$ cat src/rtl/neuron_layer_ctrl.sv
// Layer sequencer for the neuron MAC datapath: schedules ROM fetches, accumulator
// clear/enable strobes and the per-neuron output load for one layer pass.
module neuron_layer_ctrl #(
  parameter int n_inputs    = 16,
  parameter int n_neurons   = 4,
  parameter int addr_width  = 32,
  parameter int rom_latency = 1
) (
  input  logic                  clk,
  input  logic                  rst,
  input  logic                  start,
  output logic                  busy,
  output logic                  r_en,
  output logic [addr_width-1:0] w_addr,
  output logic [addr_width-1:0] x_addr,
  output logic                  acc_clr,
  output logic                  acc_en,
  output logic                  out_load,
  output logic [((n_neurons > 1) ? $clog2(n_neurons) : 1)-1:0] out_idx,
  output logic                  layer_done
);

  localparam int IW = (n_inputs > 1) ? $clog2(n_inputs) : 1;
  localparam int NW = (n_neurons > 1) ? $clog2(n_neurons) : 1;
  localparam int DW = (rom_latency > 1) ? $clog2(rom_latency) : 1;
  localparam logic [IW-1:0] I_LAST = IW'(n_inputs - 1);
  localparam logic [NW-1:0] N_LAST = NW'(n_neurons - 1);
  localparam logic [DW-1:0] D_LAST = DW'(rom_latency - 1);

  typedef enum logic [2:0] {
    S_IDLE,
    S_FETCH,
    S_DRAIN,
    S_LOAD,
    S_DONE
  } state_t;

  state_t                  state_reg, state_next;
  logic [NW-1:0]           neuron_reg, neuron_next;
  logic [IW-1:0]           i_reg, i_next;
  logic [DW-1:0]           drain_reg, drain_next;
  logic [addr_width-1:0]   addr_reg, addr_next;

  logic                    busy_reg, busy_next;
  logic                    r_en_reg, r_en_next;
  logic [addr_width-1:0]   w_addr_reg, w_addr_next;
  logic [addr_width-1:0]   x_addr_reg, x_addr_next;
  logic                    acc_clr_reg, acc_clr_next;
  logic                    out_load_reg, out_load_next;
  logic [NW-1:0]           out_idx_reg, out_idx_next;
  logic                    layer_done_reg, layer_done_next;
  logic [rom_latency-1:0]  acc_pipe_reg;

  // Next-state logic; addr tracks neuron*n_inputs+i as a running count so
  // no multiplier is needed and addresses stay contiguous across neurons.
  always_comb begin
    state_next  = state_reg;
    neuron_next = neuron_reg;
    i_next      = i_reg;
    drain_next  = drain_reg;
    addr_next   = addr_reg;
    case (state_reg)
      S_IDLE, S_DONE: begin
        if (start) begin
          state_next  = S_FETCH;
          neuron_next = '0;
          i_next      = '0;
          addr_next   = '0;
        end else begin
          state_next = S_IDLE;
        end
      end
      S_FETCH: begin
        if (i_reg == I_LAST) begin
          state_next = S_DRAIN;
          drain_next = '0;
        end else begin
          i_next    = i_reg + IW'(1);
          addr_next = addr_reg + addr_width'(1);
        end
      end
      S_DRAIN: begin
        if (drain_reg == D_LAST) begin
          state_next = S_LOAD;
        end else begin
          drain_next = drain_reg + DW'(1);
        end
      end
      S_LOAD: begin
        if (neuron_reg != N_LAST) begin
          state_next  = S_FETCH;
          neuron_next = neuron_reg + NW'(1);
          i_next      = '0;
          addr_next   = addr_reg + addr_width'(1);
        end else begin
          state_next = S_DONE;
        end
      end
      default: state_next = S_IDLE;
    endcase
  end

  // Outputs are decoded from the next state so they appear registered
  // in the same cycle the state is entered.
  always_comb begin
    busy_next       = (state_next == S_FETCH) || (state_next == S_DRAIN) ||
                      (state_next == S_LOAD);
    r_en_next       = (state_next == S_FETCH);
    w_addr_next     = r_en_next ? addr_next : '0;
    x_addr_next     = r_en_next ? addr_width'(i_next) : '0;
    acc_clr_next    = r_en_next && (i_next == '0);
    out_load_next   = (state_next == S_LOAD);
    out_idx_next    = out_load_next ? neuron_next : '0;
    layer_done_next = (state_next == S_DONE);
  end

  always_ff @(posedge clk) begin
    if (rst) begin
      state_reg      <= S_IDLE;
      neuron_reg     <= '0;
      i_reg          <= '0;
      drain_reg      <= '0;
      addr_reg       <= '0;
      busy_reg       <= 1'b0;
      r_en_reg       <= 1'b0;
      w_addr_reg     <= '0;
      x_addr_reg     <= '0;
      acc_clr_reg    <= 1'b0;
      out_load_reg   <= 1'b0;
      out_idx_reg    <= '0;
      layer_done_reg <= 1'b0;
      acc_pipe_reg   <= '0;
    end else begin
      state_reg      <= state_next;
      neuron_reg     <= neuron_next;
      i_reg          <= i_next;
      drain_reg      <= drain_next;
      addr_reg       <= addr_next;
      busy_reg       <= busy_next;
      r_en_reg       <= r_en_next;
      w_addr_reg     <= w_addr_next;
      x_addr_reg     <= x_addr_next;
      acc_clr_reg    <= acc_clr_next;
      out_load_reg   <= out_load_next;
      out_idx_reg    <= out_idx_next;
      layer_done_reg <= layer_done_next;
      // acc_en trails r_en by exactly rom_latency cycles
      for (int k = rom_latency - 1; k > 0; k--) begin
        acc_pipe_reg[k] <= acc_pipe_reg[k-1];
      end
      acc_pipe_reg[0] <= r_en_reg;
    end
  end

  assign busy       = busy_reg;
  assign r_en       = r_en_reg;
  assign w_addr     = w_addr_reg;
  assign x_addr     = x_addr_reg;
  assign acc_clr    = acc_clr_reg;
  assign acc_en     = acc_pipe_reg[rom_latency-1];
  assign out_load   = out_load_reg;
  assign out_idx    = out_idx_reg;
  assign layer_done = layer_done_reg;

endmodule
$ cat config.mk
export PLATFORM = sky130hd
export DESIGN_NAME = neuron_layer_ctrl
export DESIGN_NICKNAME = d
export VERILOG_FILES = /design/src/rtl/neuron_layer_ctrl.sv
export SDC_FILE = /design/constraint.sdc
export NUM_CORES = 1
export LEC_CHECK = 0
export BUFFER_PORTS_ARGS = -buffer_cell sky130_fd_sc_hd__buf_2
export CAP_MARGIN = 20
export CORE_MARGIN = 2
export CORE_UTILIZATION = 39
export CTS_CLUSTER_SIZE = 16
export DETAILED_ROUTE_END_ITERATION = 8
export GPL_ROUTABILITY_DRIVEN = 0
export SYNTH_ARGS = -nofsm -noshare
export SYNTH_HDL_FRONTEND = slang
export SYNTH_SLANG_ARGS = --single-unit
$ cat constraint.sdc
create_clock -name clk -period 2.4 [get_ports clk]
set_input_delay 0.48 -clock clk [delete_from_list [all_inputs] [get_ports clk]]
set_output_delay 0.48 -clock clk [all_outputs]
set_load 0.05 [all_outputs]
==> After elaboration in Yosys (flattened, before gate mapping) <==
Cells that the tools add are included.
W data, S select, Z words.
{ "word_totals": {"ff_bits": 114} }
{ "classes": {"reduce_logical": 10, "n_eq_ne": 11, "mux": 19, "bitwise": 2, "add_sub_neg": 4} }
{ "op_table": {"columns": ["cell", "count"], "rows": [
  ["$mux W32", 3],
  ["$pmux W32 S3", 1],
  ["$add A32 B1 Y32 const B", 1],
  ["$eq A3 B2 Y1 const B", 4],
  ["$mux W4", 3],
  ["$pmux W3 S4", 1],
  ["$pmux W4 S3", 1],
  ["$mux W3", 3],
  ["$eq A3 B1 Y1 const B", 2],
  ["$eq A3 B3 Y1 const B", 2],
  ["$reduce_or A2 Y1", 3],
  ["$add A4 B1 Y4 const B", 1],
  ["$eq A4 B4 Y1 const B", 1],
  ["$logic_not A4 Y1", 1],
  ["$mux W2", 2],
  ["$ne A2 B2 Y1 const B", 2],
  ["$pmux W2 S2", 1],
  ["$logic_not A3 Y1", 1],
  ["$mux W1", 3],
  ["$add A2 B1 Y2 const B", 1],
  ["$logic_or A1 B1 Y1", 2],
  ["$not A1 Y1", 2],
  ["$pmux W1 S2", 1],
  ["$reduce_and A2 Y1", 1],
  ["other kinds (3)", 3]
]} }

==> Depth between registers and ports, before layout <==
{ "depth": {"word_depth": 6, "mapped_depth": 7, "mapped_depth_nobuf": 7} }

==> Worst setup path after synthesis <==
OpenSTA, ideal clock, no wires.
{ "synth_timing": {"path_kind": "reg2reg", "start": "register addr_reg[0]", "end": "register addr_reg[26]", "n_path_buf": 0, "arrival_ns": 1.708, "setup_slack_ns": 0.559, "synth_period_minus_slack_ns": 1.841, "setup_ns": 0.133, "path_stages_with_launch": 7, "cell_sequence": "dfxtp_1 ha_1 nand3_1 nor4_1 nand3_1 o211ai_1 a31oi_1"} }
{ "synth_between": {"elab_chain_len": 3, "word_cells_on_any_way": 4, "classes_between": "add/sub: 1; mux: 3"} }
{ "synth_lines": {"columns": ["element", "line", "rtl"], "rows": [
  ["from (decl)", "42", "logic [addr_width-1:0] addr_reg, addr_next;"],
  ["from (signal assigned)", "138", "addr_reg <= addr_next;"],
  ["$add A32 B1 Y32 (*)", "79, 94", null],
  ["$mux W32, on equally long branches", "90, 74", null],
  ["$pmux W32 S3 (*)", "62", "case (state_reg)"]
]} }
Mark *: on every way between the ends. The rest lies on a longest branch, timed or not.
A chain may end at the register's enable or synchronous reset.

==> Worst setup path after layout <==
{ "layout_timing": {"start": "register addr_reg[2]", "end": "register w_addr_reg[19], in the netlist w_addr[19]"} }
{ "layout_between": {"elab_chain_len": 3, "word_cells_on_any_way": 4, "classes_between": "add/sub: 1; mux: 3"} }
{ "layout_lines": {"columns": ["element", "line", "rtl"], "rows": [
  ["$add A32 B1 Y32 (*)", "79, 94", null],
  ["$mux W32, on equally long branches", "90, 74", null],
  ["$pmux W32 S3 (*)", "62", null],
  ["to (signal assigned)", "141", "w_addr_reg <= w_addr_next;"],
  ["to (decl)", "46", "logic [addr_width-1:0] w_addr_reg, w_addr_next;"]
]} }
Marked as above.

==> flow_metrics.py <==
metrics = {
    "logic_synthesis": {
        "synth_edf_count": 0,
        "yosys-top-cells-area": "dfxtp_1 45%, nor2_1 6.2%, a21oi_1 5.5%",
        "synth-async-reset-ratio": 0,
        "ys.flop_type": "dfxtp_1",
        "synth_area_um2": 3820,
        "ys_ff_latch": 85,
        "synth.distinct_cells": 54,
        "synth_top_area_cell": "dfxtp_1",
        "yosys.area.top_type_share": 0.445,
        "syn_inst": 440,
        "synth_area_per_cell_um2": 8.68,
        "yosysWarnings": 0,
        "yosysSeqAreaShare": 0.445,
    },
    "global_routing": {
        "grt_usage": 0.169,
        "gr-total-overflow": 0,
        "grt_pass1_wl_um": 14200,
        "first_global_vias": 2936,
        "antenna_found_initial": 0,
        "grt_max_degree": 44,
    },
    "clocking": {
        "cts.clk_slew.worst_paths_ns": 0.08,
        "htree_levels": 3,
        "cts.sinks": 85,
        "cts_tree": "built",
        "clock_latency_ns": 0.35,
        "cts_root_buffer": "clkbuf_8",
        "post_cts_buffers": 0,
        "cts_buffers": 9,
        "cts_buffer_depth": 2,
    },
    "pwr": {
        "p_switching_uw": 727,
        "internal_power_mw": 2.03,
        "p_total_mw": 2.75,
        "pwr-share-seq": 0.520,
        "power_density_nw_per_um2": 639,
        "switching_share": 0.264,
        "p_leak_nw": 1.70,
        "p_comb_frac": 0.118,
        "p_clk_frac": 0.362,
        "ir_drop_v": 0.000224,
    },
    "layout": {
        "n_antenna_cell": 0,
        "final_common_cell": "dfxtp_1",
        "nets": 490,
        "areaGrowthSynthToFinish_pct": 12.8,
        "utilization": 0.447,
        "mostFrequentLayoutCells": "85 x dfxtp_1, 63 x nor2_1, 46 x buf_2",
        "n_fill_cell": 986,
        "fin_cells": 622,
        "drive_above_1_share": 0.170,
    },
    "job": {
        "drv_cap": 0,
    },
    "setup_path": {
        "arrival_ns": 2.41,
        "start_kind": "flip-flop",
        "worstSetupPathType": "flip-flop to flip-flop",
        "crit_path_max_fanout": 13,
        "cp.required_ns": 2.62,
        "cp-end-kind": "flip-flop",
    },
    "die": {
        "core-area_um2": 9640,
        "num_io_pins": 75,
        "dieHeight_um": 103,
        "die_area_um2": 10600,
        "die_w_um": 103,
        "row_count": 36,
        "start_util": 0.396,
    },
    "drt": {
        "via_per_inst": 5.23,
        "remaining_drc_errors": 0,
        "dr.first_iter.drc_count": 196,
        "firstDrtPassIters": 5,
        "wl_um": 8480,
        "wl_per_cell_um": 13.6,
        "via_count": 3251,
        "postRouteAntennaNets": 0,
    },
    "sta": {
        "setup_viol_count_final": 0,
        "period_share": 0.912,
        "final.setup.tns_ns": 0,
        "fmaxAchievable_ghz": 0.457,
        "period_minus_slack_ns": 2.19,
        "clock_skew_ns": 0.00882,
        "rsz0062_at_grt": "no",
        "tightest_slew_ns": 0.567,
        "slew_headroom": 0.619,
        "slew_violations": 0,
        "hold_viol_final": 0,
    },
    "outcome": {
        "status": "finished clean",
    },
    "min_path": {
        "hp-class": "primary input to flip-flop",
    },
    "placed_design": {
        "portBuffers": 46,
        "dpl.hpwl_um": 6110,
        "dp.cells": 607,
    },
}
[layout make-up]
type                       instances  area [um^2]  share of cell area
timing repair buffer              61          343              0.0796
inverter                           7         26.3             0.00610
clock inverter                     1         30.0             0.00697
tap                              133          166              0.0386
multi-input combinational        321         1880               0.436
sequential                        85         1700               0.395
clock buffer                      14          163              0.0377
[synthesized netlist by cell type, types with 7 or more instances]
| library cell | instances |
|---|---|
| and2_1 | 7 |
| buf_4 | 28 |
| inv_1 | 7 |
| buf_2 | 10 |
| o221ai_1 | 11 |
| nand4_1 | 9 |
| nand2_1 | 23 |
| nor2_1 | 63 |
| nor3b_1 | 10 |
| nor4_1 | 8 |
| nor3_1 | 10 |
| a21oi_1 | 42 |
| nand3_1 | 15 |
| dfxtp_1 | 85 |
| clkbuf_1 | 16 |
| a311oi_1 | 8 |
[metrics by stage]
| step | hold slack (ns) | instance area, um^2 | setup slack [ns] |
|---|---|---|---|
| floorplan | 0.453 | 3920 | 0.559 |
| global placement | 0.440 | 4110 | 0.236 |
| detailed placement | 0.460 | 4110 | 0.262 |
| CTS | 0.320 | 4300 | 0.237 |
| global route | 0.314 | 4310 | 0.0318 |
| finish | 0.332 | 4310 | 0.210 |
[layer usage]
metal	vias to the layer above	wire length, um	global-route usage	share of wire
met2	95	4000	0.267	0.47
met1	1503	3980	0.227	0.47
met5	-	0	0	0
met3	8	410	0.0495	0.048
met4	0	85	0.0405	0.010
li1	1645	-	-	-
[worst max-delay path: stages, from the launching register on]
cell and delay, ns:
dfxtp_1 0.46, nand4_4 0.18, or3_1 0.61, o311a_1 0.42, a221oi_1 0.30, nor2_1 0.09
[worst paths after layout]
kind                               start                 endpoint  slack (ns)  cells past startpoint
hold / removal                       rst  state_reg[0]$_SDFF_PP0_        0.33                      2
setup / recovery  addr_reg[2]$_SDFF_PP0_    w_addr[19]$_SDFF_PP0_        0.21                      5
setup reg to reg  addr_reg[2]$_SDFF_PP0_    w_addr[19]$_SDFF_PP0_        0.21                      5
hold reg to reg          r_en$_SDFF_PP0_        acc_en$_SDFF_PP0_        0.47                      1
[timing repair]
action                                 in CTS  in global routing
hold buffers                                0                  0
endpoints found under the hold margin       0                  0
gates resized for setup                     0                  1
setup endpoints to repair                   0                  1
[power by group through the flow]
stage / logic [mW] / registers, mW / clock network, mW
final: 0.325 / 1.43 / 0.998
after global routing: 0.350 / 1.43 / 1.10
after CTS: 0.322 / 1.43 / 1.03
after detailed placement: 0.321 / 1.47 / 0
after global placement: 0.319 / 1.46 / 0
after floorplan: 0.270 / 1.49 / 0
[cell families (layout without fill, tap and decap cells)]
kind of cell,count (synthesis),after routing,share of synthesized area
other,1,28,0.000982
AOI/OAI and AO/OA,103,103,0.185
and+or+nand+nor,182,182,0.256
muxes,6,6,0.0157
buffers and inverters,61,83,0.0907
adders and majority gates,2,2,0.00655
DFF,85,85,0.445
No activity file was read; power rests on OpenSTA's default activity.
